==> src/rtl/debug_ring_router_multi.sv <==
// debug_ring_router_multi: one debug-ring stop routing RINGS lanes plus a local port.
// Each lane ejects to the local port or forwards on itself; local packets join lane 0.
module debug_ring_router_multi_fifo #(
    parameter int DEPTH = 4
) (
    input  logic        clk,
    input  logic        rst,
    input  logic [16:0] in_flit,
    input  logic        in_valid,
    output logic        in_ready,
    output logic [16:0] out_flit,
    output logic        out_valid,
    input  logic        out_ready
);
    localparam int PW = $clog2(DEPTH);
    logic [16:0]   mem [DEPTH];
    logic [PW-1:0] wr_ptr, rd_ptr;
    logic [PW:0]   count;
    logic          push, pop;
    assign in_ready  = !rst && int'(count) < DEPTH;
    assign out_valid = count != '0;
    assign out_flit  = mem[rd_ptr];
    assign push      = in_valid && in_ready;
    assign pop       = out_valid && out_ready;
    always_ff @(posedge clk)
        if (push) mem[wr_ptr] <= in_flit;
    always_ff @(posedge clk or posedge rst)
        if (rst) begin
            wr_ptr <= '0;
            rd_ptr <= '0;
            count  <= '0;
        end else begin
            if (push) wr_ptr <= (int'(wr_ptr) == DEPTH - 1) ? '0 : wr_ptr + 1'b1;
            if (pop) rd_ptr <= (int'(rd_ptr) == DEPTH - 1) ? '0 : rd_ptr + 1'b1;
            count <= count + {{PW{1'b0}}, push} - {{PW{1'b0}}, pop};
        end
endmodule

module debug_ring_router_multi #(
    parameter int RINGS       = 2,
    parameter int BUFFER_SIZE = 4,
    parameter int ID_WIDTH    = 10
) (
    input  logic                clk,
    input  logic                rst,
    input  logic [ID_WIDTH-1:0] id,
    input  logic [RINGS*16-1:0] ring_in_data,
    input  logic [RINGS-1:0]    ring_in_last,
    input  logic [RINGS-1:0]    ring_in_valid,
    output logic [RINGS-1:0]    ring_in_ready,
    output logic [RINGS*16-1:0] ring_out_data,
    output logic [RINGS-1:0]    ring_out_last,
    output logic [RINGS-1:0]    ring_out_valid,
    input  logic [RINGS-1:0]    ring_out_ready,
    input  logic [15:0]         local_in_data,
    input  logic                local_in_last,
    input  logic                local_in_valid,
    output logic                local_in_ready,
    output logic [15:0]         local_out_data,
    output logic                local_out_last,
    output logic                local_out_valid,
    input  logic                local_out_ready
);
    localparam int LW = RINGS > 1 ? $clog2(RINGS) : 1;
    typedef enum logic [1:0] {IDLE, EJECT, FWD} mode_t;
    logic [RINGS-1:0][16:0] head;
    logic [RINGS-1:0]       head_valid, pop, ej_req, fwd_req;
    logic [16:0]            loc_head;
    logic                   loc_valid, loc_pop;
    logic                   ej_busy, ej_xfer;
    logic [LW-1:0]          rr_ej, ej_grant, ej_pick, ej_cur;
    int                     ej_best;
    logic                   o_busy, o_sel_ring, o_last_ring, o_pick_ring, o_ring, o_xfer;

    for (genvar r = 0; r < RINGS; r++) begin : g_lane
        mode_t state, state_nx, mode;
        debug_ring_router_multi_fifo #(.DEPTH(BUFFER_SIZE)) u_fifo (
            .clk       (clk),
            .rst       (rst),
            .in_flit   ({ring_in_last[r], ring_in_data[16*r+:16]}),
            .in_valid  (ring_in_valid[r]),
            .in_ready  (ring_in_ready[r]),
            .out_flit  (head[r]),
            .out_valid (head_valid[r]),
            .out_ready (pop[r])
        );
        always_ff @(posedge clk or posedge rst)
            if (rst) state <= IDLE;
            else state <= state_nx;
        always_comb state_nx = (pop[r] && head[r][16]) ? IDLE : mode;
        // A head flit is classified combinationally so single-flit packets pass in one edge
        always_comb mode = state != IDLE ? state :
                           !head_valid[r] ? IDLE :
                           head[r][ID_WIDTH-1:0] == id ? EJECT : FWD;
        assign ej_req[r]  = mode == EJECT;
        assign fwd_req[r] = mode == FWD;
        assign pop[r] = (ej_xfer && int'(ej_cur) == r) ||
                        (r == 0 ? o_xfer && o_ring : fwd_req[r] && head_valid[r] && ring_out_ready[r]);
    end

    debug_ring_router_multi_fifo #(.DEPTH(BUFFER_SIZE)) u_local_fifo (
        .clk       (clk),
        .rst       (rst),
        .in_flit   ({local_in_last, local_in_data}),
        .in_valid  (local_in_valid),
        .in_ready  (local_in_ready),
        .out_flit  (loc_head),
        .out_valid (loc_valid),
        .out_ready (loc_pop)
    );

    // Round-robin: smallest distance past the last served lane wins
    always_comb begin
        ej_pick = '0;
        ej_best = RINGS;
        for (int i = 0; i < RINGS; i++)
            if (ej_req[i] && (i + RINGS - 1 - int'(rr_ej)) % RINGS < ej_best) begin
                ej_best = (i + RINGS - 1 - int'(rr_ej)) % RINGS;
                ej_pick = LW'(i);
            end
    end
    assign ej_cur          = ej_busy ? ej_grant : ej_pick;
    assign local_out_valid = ej_req[ej_cur] && head_valid[ej_cur];
    assign local_out_data  = head[ej_cur][15:0];
    assign local_out_last  = head[ej_cur][16];
    assign ej_xfer         = local_out_valid && local_out_ready;

    assign o_pick_ring = fwd_req[0] && (!loc_valid || !o_last_ring);
    assign o_ring      = o_busy ? o_sel_ring : o_pick_ring;
    assign o_xfer      = ring_out_valid[0] && ring_out_ready[0];
    assign loc_pop     = o_xfer && !o_ring;

    always_comb begin
        for (int i = 0; i < RINGS; i++) begin
            ring_out_data[16*i+:16] = head[i][15:0];
            ring_out_last[i]        = head[i][16];
            ring_out_valid[i]       = fwd_req[i] && head_valid[i];
        end
        ring_out_data[15:0] = o_ring ? head[0][15:0] : loc_head[15:0];
        ring_out_last[0]    = o_ring ? head[0][16] : loc_head[16];
        ring_out_valid[0]   = o_ring ? fwd_req[0] && head_valid[0] : loc_valid;
    end

    always_ff @(posedge clk or posedge rst)
        if (rst) begin
            ej_busy     <= 1'b0;
            ej_grant    <= '0;
            rr_ej       <= '0;
            o_busy      <= 1'b0;
            o_sel_ring  <= 1'b0;
            o_last_ring <= 1'b0;
        end else begin
            if (ej_xfer) begin
                ej_busy  <= !local_out_last;
                ej_grant <= ej_cur;
                if (local_out_last) rr_ej <= ej_cur;
            end
            if (o_xfer) begin
                o_busy     <= !ring_out_last[0];
                o_sel_ring <= o_ring;
                if (ring_out_last[0]) o_last_ring <= o_ring;
            end
        end
endmodule

==> config.mk <==
export PLATFORM = sky130hd
export DESIGN_NAME = debug_ring_router_multi
export DESIGN_NICKNAME = d
export VERILOG_FILES = /design/src/rtl/debug_ring_router_multi.sv
export SDC_FILE = /design/constraint.sdc
export NUM_CORES = 1
export LEC_CHECK = 0
export ABC_CLOCK_PERIOD_IN_PS = 4410
export CORE_MARGIN = 2
export CORE_UTILIZATION = 35
export DETAILED_ROUTE_END_ITERATION = 6
export PLACE_DENSITY = 0.62
export SYNTH_ARGS = -nofsm -noshare
export SYNTH_HDL_FRONTEND = slang
export SYNTH_SLANG_ARGS = --single-unit
==> constraint.sdc <==
create_clock -name clk -period 4.41 [get_ports clk]
set_clock_uncertainty 0.2 [all_clocks]
set_input_delay 0.441 -clock clk [delete_from_list [all_inputs] [get_ports clk]]
set_output_delay 0.441 -clock clk [all_outputs]
set_load 0.005 [all_outputs]
Word-level counts from Yosys, hierarchy flattened

Memory sizes are Yosys's and may differ from the RTL's.
Index checks and enable logic that the tools add are counted.

Add/subtract/negate cells: 14
Reductions and logical operators: 40
Multiplexer cells: 33
Bitwise operators: 3
$lt $le $gt $ge: 6
Equality and inequality tests: 12

Operators by type and width:

| kind                                                                          | number |
|---|---|
| 17-bit two-way mux                                                            | 2 |
| 2-bit by 32-bit less-than comparator with 1-bit output                        | 1 |
| 32-bit two-way mux                                                            | 1 |
| 2-bit two-way mux                                                             | 14 |
| 1-bit logical AND                                                             | 24 |
| 10-bit == test                                                                | 2 |
| 2-bit by 1-bit == test with 1-bit output (second input constant)              | 8 |
| 16-bit two-way mux                                                            | 1 |
| 1-bit two-way mux                                                             | 15 |
| 2-bit by 1-bit adder with 2-bit output (second input constant)                | 6 |
| 3-bit by 1-bit adder with 3-bit output                                        | 3 |
| 3-bit less-than comparator (second input constant)                            | 3 |
| 3-bit nonzero test                                                            | 3 |
| 3-bit by 1-bit subtractor with 3-bit output                                   | 3 |
| 1-bit zero test                                                               | 6 |
| 2-bit == test (second input constant)                                         | 2 |
| 2-bit AND reduction                                                           | 2 |
| 2-bit nonzero test                                                            | 2 |
| 1-bit logical OR                                                              | 3 |
| 2-bit by 3-bit less-than comparator with 1-bit output (second input constant) | 1 |
| 2-bit by 1-bit subtractor with 3-bit output (first input constant)            | 1 |
| 1-bit bitwise AND                                                             | 2 |
| 1-bit by 2-bit less-than comparator with 1-bit output (second input constant) | 1 |
| 1-bit by 1-bit subtractor with 2-bit output (first input constant)            | 1 |
| 1-bit inverter                                                                | 1 |

Bits in writable memories: 204
Memories: 3
Flip-flop bits (word level): 31
Input port bits: 69
Output and inout port bits: 57
Word-level logic and storage cells: 128

Memory list:

| memory               | depth | width | read ports | clocked after Yosys merged registers in | wr ports | line | RTL |
|---|---|---|---|---|---|---|---|
| g_lane[0].u_fifo.mem | 4     | 17    | 1          | 0                                       | 1        | 16   | `logic [16:0] mem [DEPTH];` |
| g_lane[1].u_fifo.mem | 4     | 17    | 1          | 0                                       | 1        | 16   |  |
| u_local_fifo.mem     | 4     | 17    | 1          | 0                                       | 1        | 16   |  |

Depth between registers and ports, before layout

An unclocked memory read counts as a cell.

Word-level depth: 20
Depth in mapped cells: 15
Depth with buffers taken out: 13

Modules after synthesis

Synthesis repeated with hierarchy kept, for this count alone.

Cell total of the unflattened synthesis: 530
Area total of the unflattened synthesis: 10,197.3 sq um

By module, submodules not included:

| module                                              | sequential area each (sq um) | area each (sq um) | cells each | instances |
|---|---|---|---|---|
| debug_ring_router_multi_fifo (g_lane[0].u_fifo ...) | 2,217.1                      | 2,937.8           | 128        | 2 |
| debug_ring_router_multi_fifo (u_local_fifo)         | 2,217.1                      | 2,957.8           | 128        | 1 |
| debug_ring_router_multi                             | 250.2                        | 1,363.8           | 146        | 1 |

Worst setup path before layout

Ideal clock, no wire load.

Path type: register to register
Start point: register g_lane[0].u_fifo.rd_ptr[1]
End point: register g_lane[1].u_fifo.count[2]
Path buffers: 2
Required time: 4.086 ns
Period minus slack after synthesis: 3.892 ns
Stages on the path, launching flop included: 16
Setup slack: 0.518 ns
Setup time: 0.124 ns
Arrival: 3.568 ns
Cell sequence: dfrtp_1 -> clkbuf_1 -> buf_2 -> mux4_2 -> xnor2_1 -> nand2_1 -> or3_1 -> o311a_1 -> a22o_1 -> ha_1 -> inv_1 -> ha_1 -> inv_1 -> fa_1 -> xnor2_1 -> xnor2_1

Longest elaborated chain between the ends: 20
Elaborated cells on any way between the ends: 22
Those cells by class: add/sub: 1; order compare: 1; eq/ne: 2; mux: 10; reduce/logical: 7; memory: 1

Ends and longest elaborated chain:

| element                                              | line | RTL |
|---|---|---|
| from (decl)                                          | 17   | `logic [PW-1:0] wr_ptr, rd_ptr;` |
| from (signal assigned)                               | 34   | `if (pop) rd_ptr <= (int'(rd_ptr) == DEPTH - 1) ? '0 : rd_ptr + 1'b1;` |
| memory 4 x 17 bit *                                  | --   |  |
| 10-bit == test *                                     | 94   | `head[r][ID_WIDTH-1:0] == id ? EJECT : FWD;` |
| 2-bit two-way mux *                                  | 94   |  |
| 2-bit two-way mux *                                  | 93   | `!head_valid[r] ? IDLE :` |
| 2-bit two-way mux *                                  | 92   | `always_comb mode = state != IDLE ? state :` |
| 2-bit by 1-bit == test with 1-bit output *           | 95   | `assign ej_req[r] = mode == EJECT;` |
| 1-bit logical AND                                    | 117  | `if (ej_req[i] && (i + RINGS - 1 - int'(rr_ej)) % RINGS < ej_best) begin` |
| 32-bit two-way mux                                   | 117  |  |
| [4 not listed]                                       | --   |  |
| 1-bit two-way mux (not written as such) (2 in a row) | 123  | `assign local_out_valid = ej_req[ej_cur] && head_valid[ej_cur];` |
| 1-bit logical AND                                    | 123  |  |
| 1-bit logical AND                                    | 126  | `assign ej_xfer = local_out_valid && local_out_ready;` |
| 1-bit logical AND *                                  | 97   | `assign pop[r] = (ej_xfer && int'(ej_cur) == r) \|\|` |
| 1-bit logical OR *                                   | 97   |  |
| 1-bit logical AND *                                  | 24   | `assign pop = out_valid && out_ready;` |
| net g_lane[1].u_fifo.pop                             | 19   | `logic push, pop;` |
| 3-bit by 1-bit subtractor with 3-bit output *        | 35   | `count <= count + {{PW{1'b0}}, push} - {{PW{1'b0}}, pop};` |
| to (signal assigned)                                 | 35   |  |
| to (decl)                                            | 18   | `logic [PW:0] count;` |

The timed path passes the listed nets; every way through them passes the cells marked *. The select of a mux whose other input is x is not followed.
A chain may end at the register's enable or synchronous reset.

Final worst setup path

Start point: register g_lane[0].u_fifo.rd_ptr[0]
End point: output ring_out_data[4]

Longest elaborated chain between the ends: 9

Ends and longest elaborated chain:

| element              | line | RTL |
|---|---|---|
| memory 4 x 17 bit *  | --   |  |
| 10-bit == test       | 94   |  |
| 2-bit two-way mux    | 94   |  |
| 2-bit two-way mux    | 93   |  |
| 2-bit two-way mux    | 92   |  |
| 2-bit == test        | 96   | `assign fwd_req[r] = mode == FWD;` |
| 1-bit logical AND    | 128  | `assign o_pick_ring = fwd_req[0] && (!loc_valid \|\| !o_last_ring);` |
| 1-bit two-way mux    | 129  | `assign o_ring = o_busy ? o_sel_ring : o_pick_ring;` |
| 16-bit two-way mux * | 139  | `ring_out_data[15:0] = o_ring ? head[0][15:0] : loc_head[15:0];` |
| to (decl)            | 51   | `output logic [RINGS*16-1:0] ring_out_data,` |

Mark *: on every way between the ends. The rest lies on a longest branch, timed or not.

==> impl_results.md <==
* Final Hold Vio Count at 0
* Synth area leaders: edfxtp_1, mux4_2, dfrtp_1
* Met2 usage at 29.6%
* Initial antenna violation count at 0
* Number of global-route vias before repair at approximately 5.9k
* Min Tclk post-route at around 4.3 ns
* Crit path cell chain: buf_12, mux4_2, xnor2_2, nand4_2, buf_4, nor4b_4, o21ai_4, buf_4, mux2_2, clkdlybuf4s50_1
* Total gr overflow at 0
* Core area at between 20000 and 30000 um2
* GRT Max-Usage Layer: met2
* Post-route worst setup slack at between 0.1 and 0.15 ns
* Die span in y at 172 um
* Primary FF master, synth: edfxtp_1
* Critical Path Start Type: flop
* Critical Path Slowest Stage Cell: mux4_2
* Most instantiated cells after synthesis: edfxtp_1, nand2_1, mux4_2
* Horiz. Die Dim at roughly 170 um
* Synth cell types at 49
* Drt via density at approximately 5.0
* Most frequent CP cell: buf_4
* Full die area at 29700 um2
* Comb pwr share at between 30 and 40%
* Routed WL per cell at roughly 22 um
* Outcome: finished, final reports clean
* # rows at slightly above 60
* Worst Max-Slew Pin Slew at approximately 1 ns
* Finish-stage setup viols at 0
* Met3 usage at ~2.6%
* Post-synth EDFFs at just over 200
* Fin crit share at 97.7%
* Int Pwr at just under 6000 uW
* Post-synthesis cell count at between 500 and 600
* Share of layout cells above drive strength 1 at 22.7%
* Yosys top cell area share at roughly three fifths
* CTS Buf Count at 25
* ANT cells at 0
* Psw at between 2000 and 3000 uW
* Pre-CTS setup slack at -0.0409 ns
* Synth warn at 0
* Seq cells post-synth at around 240
* Max transition margin at approximately a third
* Antenna viol nets, final at 0
* Share of flip-flops with an asynchronous set or reset at a little over an eighth
* Seq pwr share at approximately 35%
* Syn nets at roughly 650
* Lkg Pwr at 0.00470 uW
* Nets at a little over 800
* Via count at around 5.5k
* Crit path largest cell delay at 0.58 ns
* Number of max-cap violations at 0
* Mapped Area at around 9900 um2
* PD cells at 656 nW/um2
* CTS Root Buffer Type: clkbuf_16
* CTS sink count at 235
* Detailed Route Iter0 Violations at between 300 and 400
* Met1 usage at between 20% and 30%
* Pin count of the biggest net entering global routing at 20
* CP required at approximately 3.8 ns
* CTS Hold Buffers Added at 0
* Iteration count of the initial detailed-routing pass at 4
* Syn Area/Cell at between 15 and 20 um2
* Worst hold-check path type: input port to asynchronous set/reset pin
* GRT Total Usage at between 10% and 20%
* Max frequency at about 0.23 GHz
* # H-tree levels at 1
* Final wirelength at between 20000 and 25000 um
* CTS tree: yes
* VDD IR max at roughly 0.3 mV
* Clock Power Share at 26.0%
* Residual DRC at 0
* DP HPWL at about 17000 um
* Longest Clk Path Bufs at 3
* Design Area, Final at 12900 um2
* Routability cong. at just over 0.8
* Post-synthesis sequential area ratio at 69.6%
* Top Ports at between 100 and 150
* Insertion delay to the later sink of the worst-skew pair at around 0.53 ns
* Critical path fanouts, max at 9
* Initial Utilization at 35.6%
* Critical Path AT at about 3.7 ns
* P&R area growth vs syn at 30.2%
* Post-DP Area at 11700 um2
* Sw frac at 30.4%
* Count leader, synth: edfxtp_1
* Cell accounting for the most synthesized area: edfxtp_1
* CTS clk-pin slew, worst paths at ~0.060 ns
* Max Slew Vio Count at 0
* Port bufs at about 130
* Crit path kind: flop to output port
* First-pass GRT wire length at 36100 um
* Crit path capture type: output port
[metal layers]
| layer | part of all wire (%) | routed length [um] |
|---|---|---|
| met4 | 1.7 | 419 |
| met1 | 41 | 10000 |
| met5 | 0 | 0 |
| met3 | 4.4 | 1060 |
| met2 | 52 | 12700 |
[final timing paths]
path	from	endpoint	slack [ns]	cells past startpoint
worst max-delay path	g_lane[0].u_fifo.rd_ptr[0]	ring_out_data[4]	0.10	10
max in group asynchronous	rst	g_lane[0].u_fifo.rd_ptr[0]	3.04	3
worst max register to register	g_lane[0].u_fifo.rd_ptr[0]	g_lane[0].u_fifo.count[2]	0.18	15
min in group clk	ring_in_data[27]	g_lane[1].u_fifo.mem[2][11]	0.34	1
worst min-delay path	rst	g_lane[0].state[1]	0.28	2
worst min register to register	g_lane[0].u_fifo.count[1]	g_lane[0].u_fifo.count[2]	0.34	1
[timing repair]
action                     4_1_cts  5_1_grt
pin swaps                        4        7
setup endpoints to repair       37       28
gates cloned                     3        1
gates resized for setup         23       15
buffers inserted                 9        9
[cell type report]
cell class / instances / area, um2
clock buffer: 33 / 666
clock inverter: 13 / 204
fill: 2353 / 15000
inverter: 22 / 82.6
multi-input combinational: 276 / 2900
sequential: 235 / 6910
tap: 378 / 473
timing repair buffer: 164 / 1670
[sequential cells by signal (all words and copies together), names as in the netlist]
name	flops
o_sel_ring	1
g_lane.u_fifo.wr_ptr	4
g_lane.u_fifo.rd_ptr	4
g_lane.u_fifo.count	6
u_local_fifo.count	3
u_local_fifo.mem	68
g_lane.state	4
o_busy	1
g_lane.u_fifo.mem	136
u_local_fifo.rd_ptr	2
ej_grant	1
ej_busy	1
rr_ej	1
o_last_ring	1
u_local_fifo.wr_ptr	2
[layout by cell type (no fill, tap or decap), drive strengths merged, types with 2 or more instances in the layout]
cell / instances
a211oi: 3
a21o: 3
a21oi: 4
a22o: 2
a2bb2oi: 2
a31o: 2
a32o: 2
and2: 5
and3: 12
buf: 36
bufbuf: 2
bufinv: 5
clkbuf: 34
clkdlybuf4s50: 107
clkinv: 6
dfrtp: 31
dlygate4sd2: 8
dlymetal6s2s: 10
edfxtp: 204
fa: 3
ha: 21
inv: 23
mux2: 24
mux2i: 2
mux4: 51
nand2: 61
nand4: 3
nor2: 18
nor3: 5
nor4: 3
o21ai: 10
or3: 2
xnor2: 16
xor2: 10
[cells by family after synthesis]
group                    count (synthesis)  share of synthesized area [%]
buffers and inverters                   42                           1.99
AO/OA/AOI/OAI                           36                           2.59
adder cells (fa/ha/maj)                 24                           3.26
flip-flops                             235                           69.6
AND/OR/NAND/NOR                        113                           5.16
XOR/XNOR                                26                           2.75
multiplexers                            77                           14.6
[critical path, delay by kind of cell, from the launching register on]
kind	cells	cell delay [ns]
simple gates	2	0.47
buf+inv	4	1.05
compound gates	1	0.12
flops	1	0.42
mux	2	0.86
xor+xnor	1	0.21
[power by group through the flow]
| stage | sequential (uW) | combinational [uW] | clock, uW |
|---|---|---|---|
| after floorplan | 2830 | 1770 | 0 |
| after global placement | 2940 | 3110 | 0 |
| after CTS | 2940 | 3340 | 2250 |
| final | 2930 | 3330 | 2200 |
| after detailed placement | 2960 | 3180 | 0 |
| after global routing | 2970 | 3580 | 2330 |
[stage by stage]
stage / power, uW / hold slack, ns / utilization, % / instances / setup TNS [ns]
floorplan: 4600 / 0.276 / - / 553 / 0
global placement: 6050 / 0.297 / 42.0 / 1053 / 0
detailed placement: 6150 / 0.331 / 42.0 / 1053 / -0.0409
CTS: 8530 / 0.293 / 45.8 / 1111 / -0.195
global route: 8890 / 0.327 / 46.3 / 1121 / -0.0337
finish: 8460 / 0.276 / 46.3 / 1121 / 0
Note: power is estimated with default switching activity, not from simulation.
